**config.mk**
```make
export PLATFORM = sky130hd
export DESIGN_NAME = tp_prio_arbiter_flat
export DESIGN_NICKNAME = d
export VERILOG_FILES = /design/src/rtl/tp_prio_arbiter_if.sv /design/src/rtl/tp_prio_arbiter.sv /design/src/flat_wrapper.sv
export SDC_FILE = /design/constraint.sdc
export NUM_CORES = 1
export LEC_CHECK = 0
export BUFFER_PORTS_ARGS = -buffer_cell sky130_fd_sc_hd__buf_2
export CAP_MARGIN = 10
export CORE_AREA = 2 2 153 155
export CTS_CLUSTER_DIAMETER = 150
export DETAILED_ROUTE_END_ITERATION = 10
export DIE_AREA = 0 0 155 157
export GPL_TIMING_DRIVEN = 0
export SYNTH_ARGS = -nofsm -noshare
export SYNTH_HDL_FRONTEND = slang
export SYNTH_SLANG_ARGS = --single-unit
```
**constraint.sdc**
```tcl
create_clock -name clk -period 2.8 [get_ports clk]
set_input_delay 0.28 -clock clk [delete_from_list [all_inputs] [get_ports clk]]
set_output_delay 0.28 -clock clk [all_outputs]
set_load 0.01 [all_outputs]
```
**src/rtl/tp_prio_arbiter_if.sv**
```systemverilog
// Signal bundle for tp_prio_arbiter: cbus, PHY and memory-side ports.
// slave is the arbiter's view; master is the requester/memory view.
interface tp_prio_arbiter_if #(
  parameter int DW = 32,
  parameter int AW = 32
);
  logic          cbus_req;
  logic          cbus_cmd;
  logic [AW-1:0] cbus_addr;
  logic [DW-1:0] cbus_wrdata;
  logic          cbus_waccept;
  logic          cbus_raccept;
  logic          cbus_rresp;
  logic [DW-1:0] cbus_rdata;

  logic [AW-1:0] phy_wr_addr;
  logic [DW-1:0] phy_wr_data;
  logic          phy_wr_me_en;
  logic [DW-1:0] phy_wr_mask;
  logic [AW-1:0] phy_rd_addr;
  logic          phy_rd_me_en;
  logic          phy_wr_stall;
  logic          phy_rd_stall;

  logic [AW-1:0] wr_addr_out;
  logic [DW-1:0] wr_data_out;
  logic          wr_me_en_out;
  logic [DW-1:0] wr_mask_out;
  logic [AW-1:0] rd_addr_out;
  logic          rd_me_en_out;
  logic [DW-1:0] rd_data_in;

  modport slave (
    input  cbus_req, cbus_cmd, cbus_addr, cbus_wrdata,
    output cbus_waccept, cbus_raccept, cbus_rresp, cbus_rdata,
    input  phy_wr_addr, phy_wr_data, phy_wr_me_en, phy_wr_mask,
    input  phy_rd_addr, phy_rd_me_en,
    output phy_wr_stall, phy_rd_stall,
    output wr_addr_out, wr_data_out, wr_me_en_out, wr_mask_out,
    output rd_addr_out, rd_me_en_out,
    input  rd_data_in
  );

  modport master (
    output cbus_req, cbus_cmd, cbus_addr, cbus_wrdata,
    input  cbus_waccept, cbus_raccept, cbus_rresp, cbus_rdata,
    output phy_wr_addr, phy_wr_data, phy_wr_me_en, phy_wr_mask,
    output phy_rd_addr, phy_rd_me_en,
    input  phy_wr_stall, phy_rd_stall,
    input  wr_addr_out, wr_data_out, wr_me_en_out, wr_mask_out,
    input  rd_addr_out, rd_me_en_out,
    output rd_data_in
  );
endinterface

```
**src/rtl/tp_prio_arbiter.sv**
```systemverilog
// Two-port memory arbiter: PHY has priority, cbus gets per-port grants.
// Define TP_ARB_STARVE_GUARD_EN to enable the cbus starvation guard.
module tp_prio_arbiter #(
  parameter int DW         = 32,
  parameter int AW         = 32,
  parameter int RD_LAT     = 2,
  parameter int STARVE_MAX = 4
) (
  input  logic             clk,
  input  logic             rst,
  tp_prio_arbiter_if.slave bus
);
  if (RD_LAT < 1 || RD_LAT > 8 ||
      STARVE_MAX < 1 || STARVE_MAX > 255) begin : g_cfg_bad
    $error("tp_prio_arbiter: parameter out of range");
  end

  logic              phy_w;
  logic              phy_r;
  logic              cbus_wr;
  logic              cbus_rd;
  logic              gnt_w;
  logic              gnt_r;
  logic              force_gnt;
  logic [RD_LAT-1:0] tag;
  logic              rresp;
  logic [DW-1:0]     rdata;

  // Everything that can move memory is held off while in reset.
  assign phy_w   = ~rst & bus.phy_wr_me_en;
  assign phy_r   = ~rst & bus.phy_rd_me_en;
  assign cbus_wr = ~rst & bus.cbus_req & ~bus.cbus_cmd;
  assign cbus_rd = ~rst & bus.cbus_req & bus.cbus_cmd;

  assign gnt_w = cbus_wr & (~phy_w | force_gnt);
  assign gnt_r = cbus_rd & (~phy_r | force_gnt);

`ifdef TP_ARB_STARVE_GUARD_EN
  localparam logic [7:0] CNT_MAX = 8'(STARVE_MAX);

  logic [7:0] cnt;

  assign force_gnt = (cnt == CNT_MAX);

  always_ff @(posedge clk) begin
    if (rst) begin
      cnt <= '0;
    end else if (~bus.cbus_req | gnt_w | gnt_r) begin
      cnt <= '0;
    end else if (!force_gnt) begin
      cnt <= cnt + 8'd1;
    end
  end
`else
  assign force_gnt = 1'b0;
`endif

  assign bus.wr_me_en_out = phy_w | gnt_w;
  assign bus.wr_addr_out  = gnt_w ? bus.cbus_addr   : bus.phy_wr_addr;
  assign bus.wr_data_out  = gnt_w ? bus.cbus_wrdata : bus.phy_wr_data;
  assign bus.wr_mask_out  = gnt_w ? {DW{1'b1}}      : bus.phy_wr_mask;

  assign bus.rd_me_en_out = phy_r | gnt_r;
  assign bus.rd_addr_out  = gnt_r ? bus.cbus_addr : bus.phy_rd_addr;

  assign bus.cbus_waccept = gnt_w;
  assign bus.cbus_raccept = gnt_r;
  assign bus.phy_wr_stall = gnt_w & phy_w;
  assign bus.phy_rd_stall = gnt_r & phy_r;

  // Tag marks which memory read slots belong to cbus.
  always_ff @(posedge clk) begin
    if (rst) begin
      tag   <= '0;
      rresp <= 1'b0;
      rdata <= '0;
    end else begin
      tag[0] <= gnt_r;
      for (int i = 1; i < RD_LAT; i++) begin
        tag[i] <= tag[i-1];
      end
      rresp <= tag[RD_LAT-1];
      if (tag[RD_LAT-1]) begin
        rdata <= bus.rd_data_in;
      end
    end
  end

  assign bus.cbus_rresp = rresp;
  assign bus.cbus_rdata = rdata;
endmodule

```
**src/flat_wrapper.sv**
```systemverilog
// flat-port wrapper written by rule: the top's interface ports become plain ports
module tp_prio_arbiter_flat 
#(
  parameter int DW         = 32,
  parameter int AW         = 32,
  parameter int RD_LAT     = 2,
  parameter int STARVE_MAX = 4
)
  (clk, rst, bus_cbus_req, bus_cbus_cmd, bus_cbus_addr, bus_cbus_wrdata, bus_cbus_waccept, bus_cbus_raccept, bus_cbus_rresp, bus_cbus_rdata, bus_phy_wr_addr, bus_phy_wr_data, bus_phy_wr_me_en, bus_phy_wr_mask, bus_phy_rd_addr, bus_phy_rd_me_en, bus_phy_wr_stall, bus_phy_rd_stall, bus_wr_addr_out, bus_wr_data_out, bus_wr_me_en_out, bus_wr_mask_out, bus_rd_addr_out, bus_rd_me_en_out, bus_rd_data_in);
  tp_prio_arbiter_if #(.DW(DW), .AW(AW)) bus_i ();
  input  logic clk;
  input  logic rst;
  input wire logic [$bits(bus_i.cbus_req)-1:0] bus_cbus_req;
  input wire logic [$bits(bus_i.cbus_cmd)-1:0] bus_cbus_cmd;
  input wire logic [$bits(bus_i.cbus_addr)-1:0] bus_cbus_addr;
  input wire logic [$bits(bus_i.cbus_wrdata)-1:0] bus_cbus_wrdata;
  output wire logic [$bits(bus_i.cbus_waccept)-1:0] bus_cbus_waccept;
  output wire logic [$bits(bus_i.cbus_raccept)-1:0] bus_cbus_raccept;
  output wire logic [$bits(bus_i.cbus_rresp)-1:0] bus_cbus_rresp;
  output wire logic [$bits(bus_i.cbus_rdata)-1:0] bus_cbus_rdata;
  input wire logic [$bits(bus_i.phy_wr_addr)-1:0] bus_phy_wr_addr;
  input wire logic [$bits(bus_i.phy_wr_data)-1:0] bus_phy_wr_data;
  input wire logic [$bits(bus_i.phy_wr_me_en)-1:0] bus_phy_wr_me_en;
  input wire logic [$bits(bus_i.phy_wr_mask)-1:0] bus_phy_wr_mask;
  input wire logic [$bits(bus_i.phy_rd_addr)-1:0] bus_phy_rd_addr;
  input wire logic [$bits(bus_i.phy_rd_me_en)-1:0] bus_phy_rd_me_en;
  output wire logic [$bits(bus_i.phy_wr_stall)-1:0] bus_phy_wr_stall;
  output wire logic [$bits(bus_i.phy_rd_stall)-1:0] bus_phy_rd_stall;
  output wire logic [$bits(bus_i.wr_addr_out)-1:0] bus_wr_addr_out;
  output wire logic [$bits(bus_i.wr_data_out)-1:0] bus_wr_data_out;
  output wire logic [$bits(bus_i.wr_me_en_out)-1:0] bus_wr_me_en_out;
  output wire logic [$bits(bus_i.wr_mask_out)-1:0] bus_wr_mask_out;
  output wire logic [$bits(bus_i.rd_addr_out)-1:0] bus_rd_addr_out;
  output wire logic [$bits(bus_i.rd_me_en_out)-1:0] bus_rd_me_en_out;
  input wire logic [$bits(bus_i.rd_data_in)-1:0] bus_rd_data_in;
  assign bus_i.cbus_req = bus_cbus_req;
  assign bus_i.cbus_cmd = bus_cbus_cmd;
  assign bus_i.cbus_addr = bus_cbus_addr;
  assign bus_i.cbus_wrdata = bus_cbus_wrdata;
  assign bus_cbus_waccept = bus_i.cbus_waccept;
  assign bus_cbus_raccept = bus_i.cbus_raccept;
  assign bus_cbus_rresp = bus_i.cbus_rresp;
  assign bus_cbus_rdata = bus_i.cbus_rdata;
  assign bus_i.phy_wr_addr = bus_phy_wr_addr;
  assign bus_i.phy_wr_data = bus_phy_wr_data;
  assign bus_i.phy_wr_me_en = bus_phy_wr_me_en;
  assign bus_i.phy_wr_mask = bus_phy_wr_mask;
  assign bus_i.phy_rd_addr = bus_phy_rd_addr;
  assign bus_i.phy_rd_me_en = bus_phy_rd_me_en;
  assign bus_phy_wr_stall = bus_i.phy_wr_stall;
  assign bus_phy_rd_stall = bus_i.phy_rd_stall;
  assign bus_wr_addr_out = bus_i.wr_addr_out;
  assign bus_wr_data_out = bus_i.wr_data_out;
  assign bus_wr_me_en_out = bus_i.wr_me_en_out;
  assign bus_wr_mask_out = bus_i.wr_mask_out;
  assign bus_rd_addr_out = bus_i.rd_addr_out;
  assign bus_rd_me_en_out = bus_i.rd_me_en_out;
  assign bus_i.rd_data_in = bus_rd_data_in;
  tp_prio_arbiter #(.DW(DW), .AW(AW), .RD_LAT(RD_LAT), .STARVE_MAX(STARVE_MAX)) u_core (.clk(clk), .rst(rst), .bus(bus_i));
endmodule
```
# Word level (Yosys, flattened, before mapping)
# Cells that the tools add are included.
# word_totals
mem_bits_ro,0
out_inout_bits,167
word_cells,22
input_bits,230
register_bits,35
mem_count,0
latch_bits,0
mem_bits_rw,0
# op_classes
add_sub_neg,0
div_mod_pow,0
multipliers,0
n_bitwise,15
magnitude_cmp,0
shift,0
n_eq_ne,0
reduce_logical,0
mux,4
# op_table
cell,count
$mux W32,4
$and A1 B1 Y1,9
$not A1 Y1,4
$or A1 B1 Y1,2

# Depth between registers and ports, before layout
# depth
ltp_word,5
ltp_mapped,4
depth_no_buf,2

# Worst setup path after synthesis
# OpenSTA, ideal clock, no wires.
# synth_path
path_type,input port to output port
from,input port bus_phy_wr_me_en
to,output port bus_wr_addr_out[24]
t_required_ns,2.520
arrival_ns,1.374
path_stages,4
path_slack_ns,1.146
n_path_buf,2
cell_sequence,nor4b_4 > buf_4 > buf_4 > mux2_1
# synth_between
elab_chain_cells,4
# synth_rtl
element,line,rtl
from (decl),flat_wrapper.sv:23,input wire logic [$bits(bus_i.phy_wr_me_en)-1:0] bus_phy_wr_me_en;
$and A1 B1 Y1,tp_prio_arbiter.sv:30,assign phy_w = ~rst & bus.phy_wr_me_en;
$not A1 Y1,tp_prio_arbiter.sv:35,assign gnt_w = cbus_wr & (~phy_w | force_gnt);
$and A1 B1 Y1,tp_prio_arbiter.sv:35,
$mux W32,tp_prio_arbiter.sv:59,assign bus.wr_addr_out = gnt_w ? bus.cbus_addr : bus.phy_wr_addr;
to (decl),flat_wrapper.sv:29,output wire logic [$bits(bus_i.wr_addr_out)-1:0] bus_wr_addr_out;
# No other way between the ends.

# Worst setup path in the final report
# layout_path
from,input port bus_phy_wr_me_en
to,output port bus_wr_addr_out[19]
# The elaborated chain is that of the path after synthesis.

==> run summary <==
Die Height: 157 um
CTS max path bufs: 2
Critical path type: in2out
Worst setup EP type: output port
Setup ws final: 0.474 ns
Slew Limit Fails: 0
Synth warn: 0
GRT Util Overall: 13.2%
Mux share of post-synthesis cell area: 53.4%
CTS H-tree lvls: 2
Hold EP: u_core.tag[0]
Status: complete, no violations
Critical path peak fanout: 10
DIE AREA: 0.0243 mm^2
CP arrival: 2.05 ns
Synth area leaders: mux2_2 38%, dfxtp_1 27%, mux2i_1 12%
Worst R2R Path Depth: 4
CTS buffer count: 5
Die X: 155 um
Worst Skew: 0.00610 ns
Syn Std Cell Area: 0.00263 mm^2
Synth area leader: mux2_2
Slew @ Worst Pin: 0.619 ns
Row count: 55
Adder-Cell Fraction of Synth Area: 0%
Worst path cell trace: buf_2, nor4b_4, buf_2, mux2_2, buf_2
Min-delay src: bus_phy_rd_me_en
PortBufs: 394
Worst hold path type: in2reg
CP most frequent cell: buf_2
Post-CTS Resized: 0
RSZ-0062 raised after global routing: no
Endpoints failing setup: 0
Leak pwr: 2.66 nW
Post-layout util: 22.7%
Initial Util: 11.7%
Syn-to-layout area delta: 94.8%
GRT overflow: 0
DRC: 0
Iter 0 DRT Violations: 163
Post CTS Setup Buffer Count: 0
Max_slew headroom: 58.6%
Largest net degree at the start of global routing: 12
Initial antenna violation count: 6
Worst Hold Slack: 0.192 ns
Max frequency: 430 MHz
Combinational family with the most area after synthesis: multiplexers
Clock-pin slew on the worst setup and hold paths: 0.06 ns
XOR/XNOR share of the synthesized area: 0%
Startpoint types: input pin
Simple-Gate Fraction of Synth Area: 14.7%
Syn avg cell area: 10.0 um^2
Fin crit period: 2.33 ns
Final hold violation count: 0
Hold Buf Count CTS: 0
I/O pins: 397
Total clock sinks: 35
First-pass GRT wire length: 23100 um
Number of distinct library cells after synthesis: 17
Worst hold path cell count: 2
Reg2Reg Setup Slack: 1.40 ns
Largest stage delay on the critical path: 0.60 ns
Via/cell ratio: 3.72
Vias in the first global route: 3399
Total number of vias: 3540
Detailed Place HPWL: 16000 um
CTS tree: built
Final WL: 17800 um
Maximum VDD drop: 199 uV
Yosys reg bits: 35
Cell Pwr Density: 323 mW/mm^2
Final worst-path cycle share: 83.1%
Setup_tns: 0 ns
Core area: 0.0225 mm^2
Synth top area share: 38.2%
Wirelength per Cell: 18.7 um
Routed Antenna Nets: 0
Max cap viols: 0
Post-synthesis cell count: 262
RR Endpoint: u_core.bus.cbus_rdata[10]
Share of layout cells above drive strength 1: 81.1%
DR pass1 iterations: 4
# nets final: 894
Seq/Total Area, Yosys: 26.7%
Compound-gate portion of the synthesized area: 0.381%
CP Data Required Time: 2.52 ns
Critical R2R Launch: u_core.tag[1]
Placer Congestion: 0.814
Worst path slowest cell: nor4b_4
Root buf cell: clkbuf_16
Worst-Skew Late Latency: 0.27 ns
Dpl ws: 0.317 ns
==> Yosys cell counts, drive strengths merged <==
library cell / count
a21oi: 2
buf: 19
clkbuf: 5
conb: 1
dfxtp: 35
inv: 1
mux2: 96
mux2i: 32
nand2b: 1
nor2: 33
nor2b: 2
nor4b: 1
nor4bb: 2
or2: 32
==> registers in the layout, indices dropped and copies added (netlist names) <==
signal / count
u_core.tag: 2
u_core.bus.cbus_rresp: 1
u_core.bus.cbus_rdata: 32
==> power breakdown <==
group          switching (W)  internal (W)  total [W]
Combinational       0.000293      0.000305   0.000598
Clock               0.000191      0.000355   0.000546
Sequential        0.00000275      0.000505   0.000508
Total               0.000487       0.00117    0.00165
==> final cells by class <==
type                       instances  area, um^2
fill                            2504       17400
timing repair buffer             394        1970
multi-input combinational        203        1810
sequential                        35         701
tap                              285         357
clock buffer                       7         143
buffer                            24         120
clock inverter                     1        8.76
antenna                            2        5.00
inverter                           1        3.75
==> worst max-delay path by stage <==
stage | start | endpoint | cells past startpoint
finish | bus_phy_wr_me_en | bus_wr_addr_out[19] | 5
global route | bus_phy_wr_me_en | bus_wr_mask_out[18] | 6
CTS | bus_phy_wr_me_en | bus_wr_addr_out[19] | 5
detailed placement | bus_phy_wr_me_en | bus_wr_addr_out[19] | 5
global placement | bus_phy_wr_me_en | bus_wr_addr_out[19] | 5
floorplan | bus_phy_wr_me_en | bus_wr_addr_out[24] | 4
==> per-layer routing <==
metal	wire length [um]	global-route usage [%]	vias to the layer above
li1	-	-	1710
met1	7360	17.1	1566
met2	8120	20.2	222
met3	1770	4.82	34
met4	498	4.54	8
met5	45	0	-
==> cells by family (layout without fill, tap and decap cells) <==
| kind of cell | count (synthesis) | in the layout |
|---|---|---|
| AO/OA/AOI/OAI | 2 | 2 |
| buffers and inverters | 25 | 427 |
| flip-flops | 35 | 35 |
| multiplexers | 128 | 128 |
| other | 1 | 4 |
| AND/OR/NAND/NOR | 71 | 71 |
==> layout by cell type, fill, tap and decap left out <==
master / netlist / routed
clkinv_4: 0 / 1
nor2_1: 33 / 33
nand2b_1: 1 / 1
mux2_1: 7 / 7
dfxtp_1: 35 / 35
clkbuf_8: 0 / 1
clkbuf_1: 5 / 6
or2_2: 32 / 32
conb_1: 1 / 2
clkbuf_16: 0 / 5
mux2_2: 89 / 89
buf_1: 3 / 3
a21oi_1: 2 / 2
buf_2: 12 / 406
mux2i_1: 32 / 32
nor2b_1: 2 / 2
nor4bb_1: 2 / 2
nor4b_4: 1 / 1
diode_2: 0 / 2
inv_1: 1 / 1
buf_4: 4 / 4
==> through the flow <==
| step | area (um^2) | total power, W | instances |
|---|---|---|---|
| floorplan | 2630 | 0.000754 | 263 |
| global route | 5110 | 0.00174 | 951 |
| CTS | 5110 | 0.00168 | 950 |
| detailed placement | 4960 | 0.00112 | 942 |
| global placement | 4960 | 0.00112 | 942 |
| finish | 5110 | 0.00165 | 952 |
==> worst max-delay path, delay by kind of cell <==
| family | cells | cell delay, ns |
|---|---|---|
| buffers and inverters | 3 | 0.72 |
| muxes | 1 | 0.43 |
| and+or+nand+nor | 1 | 0.60 |
No activity file was read; power rests on OpenSTA's default activity.
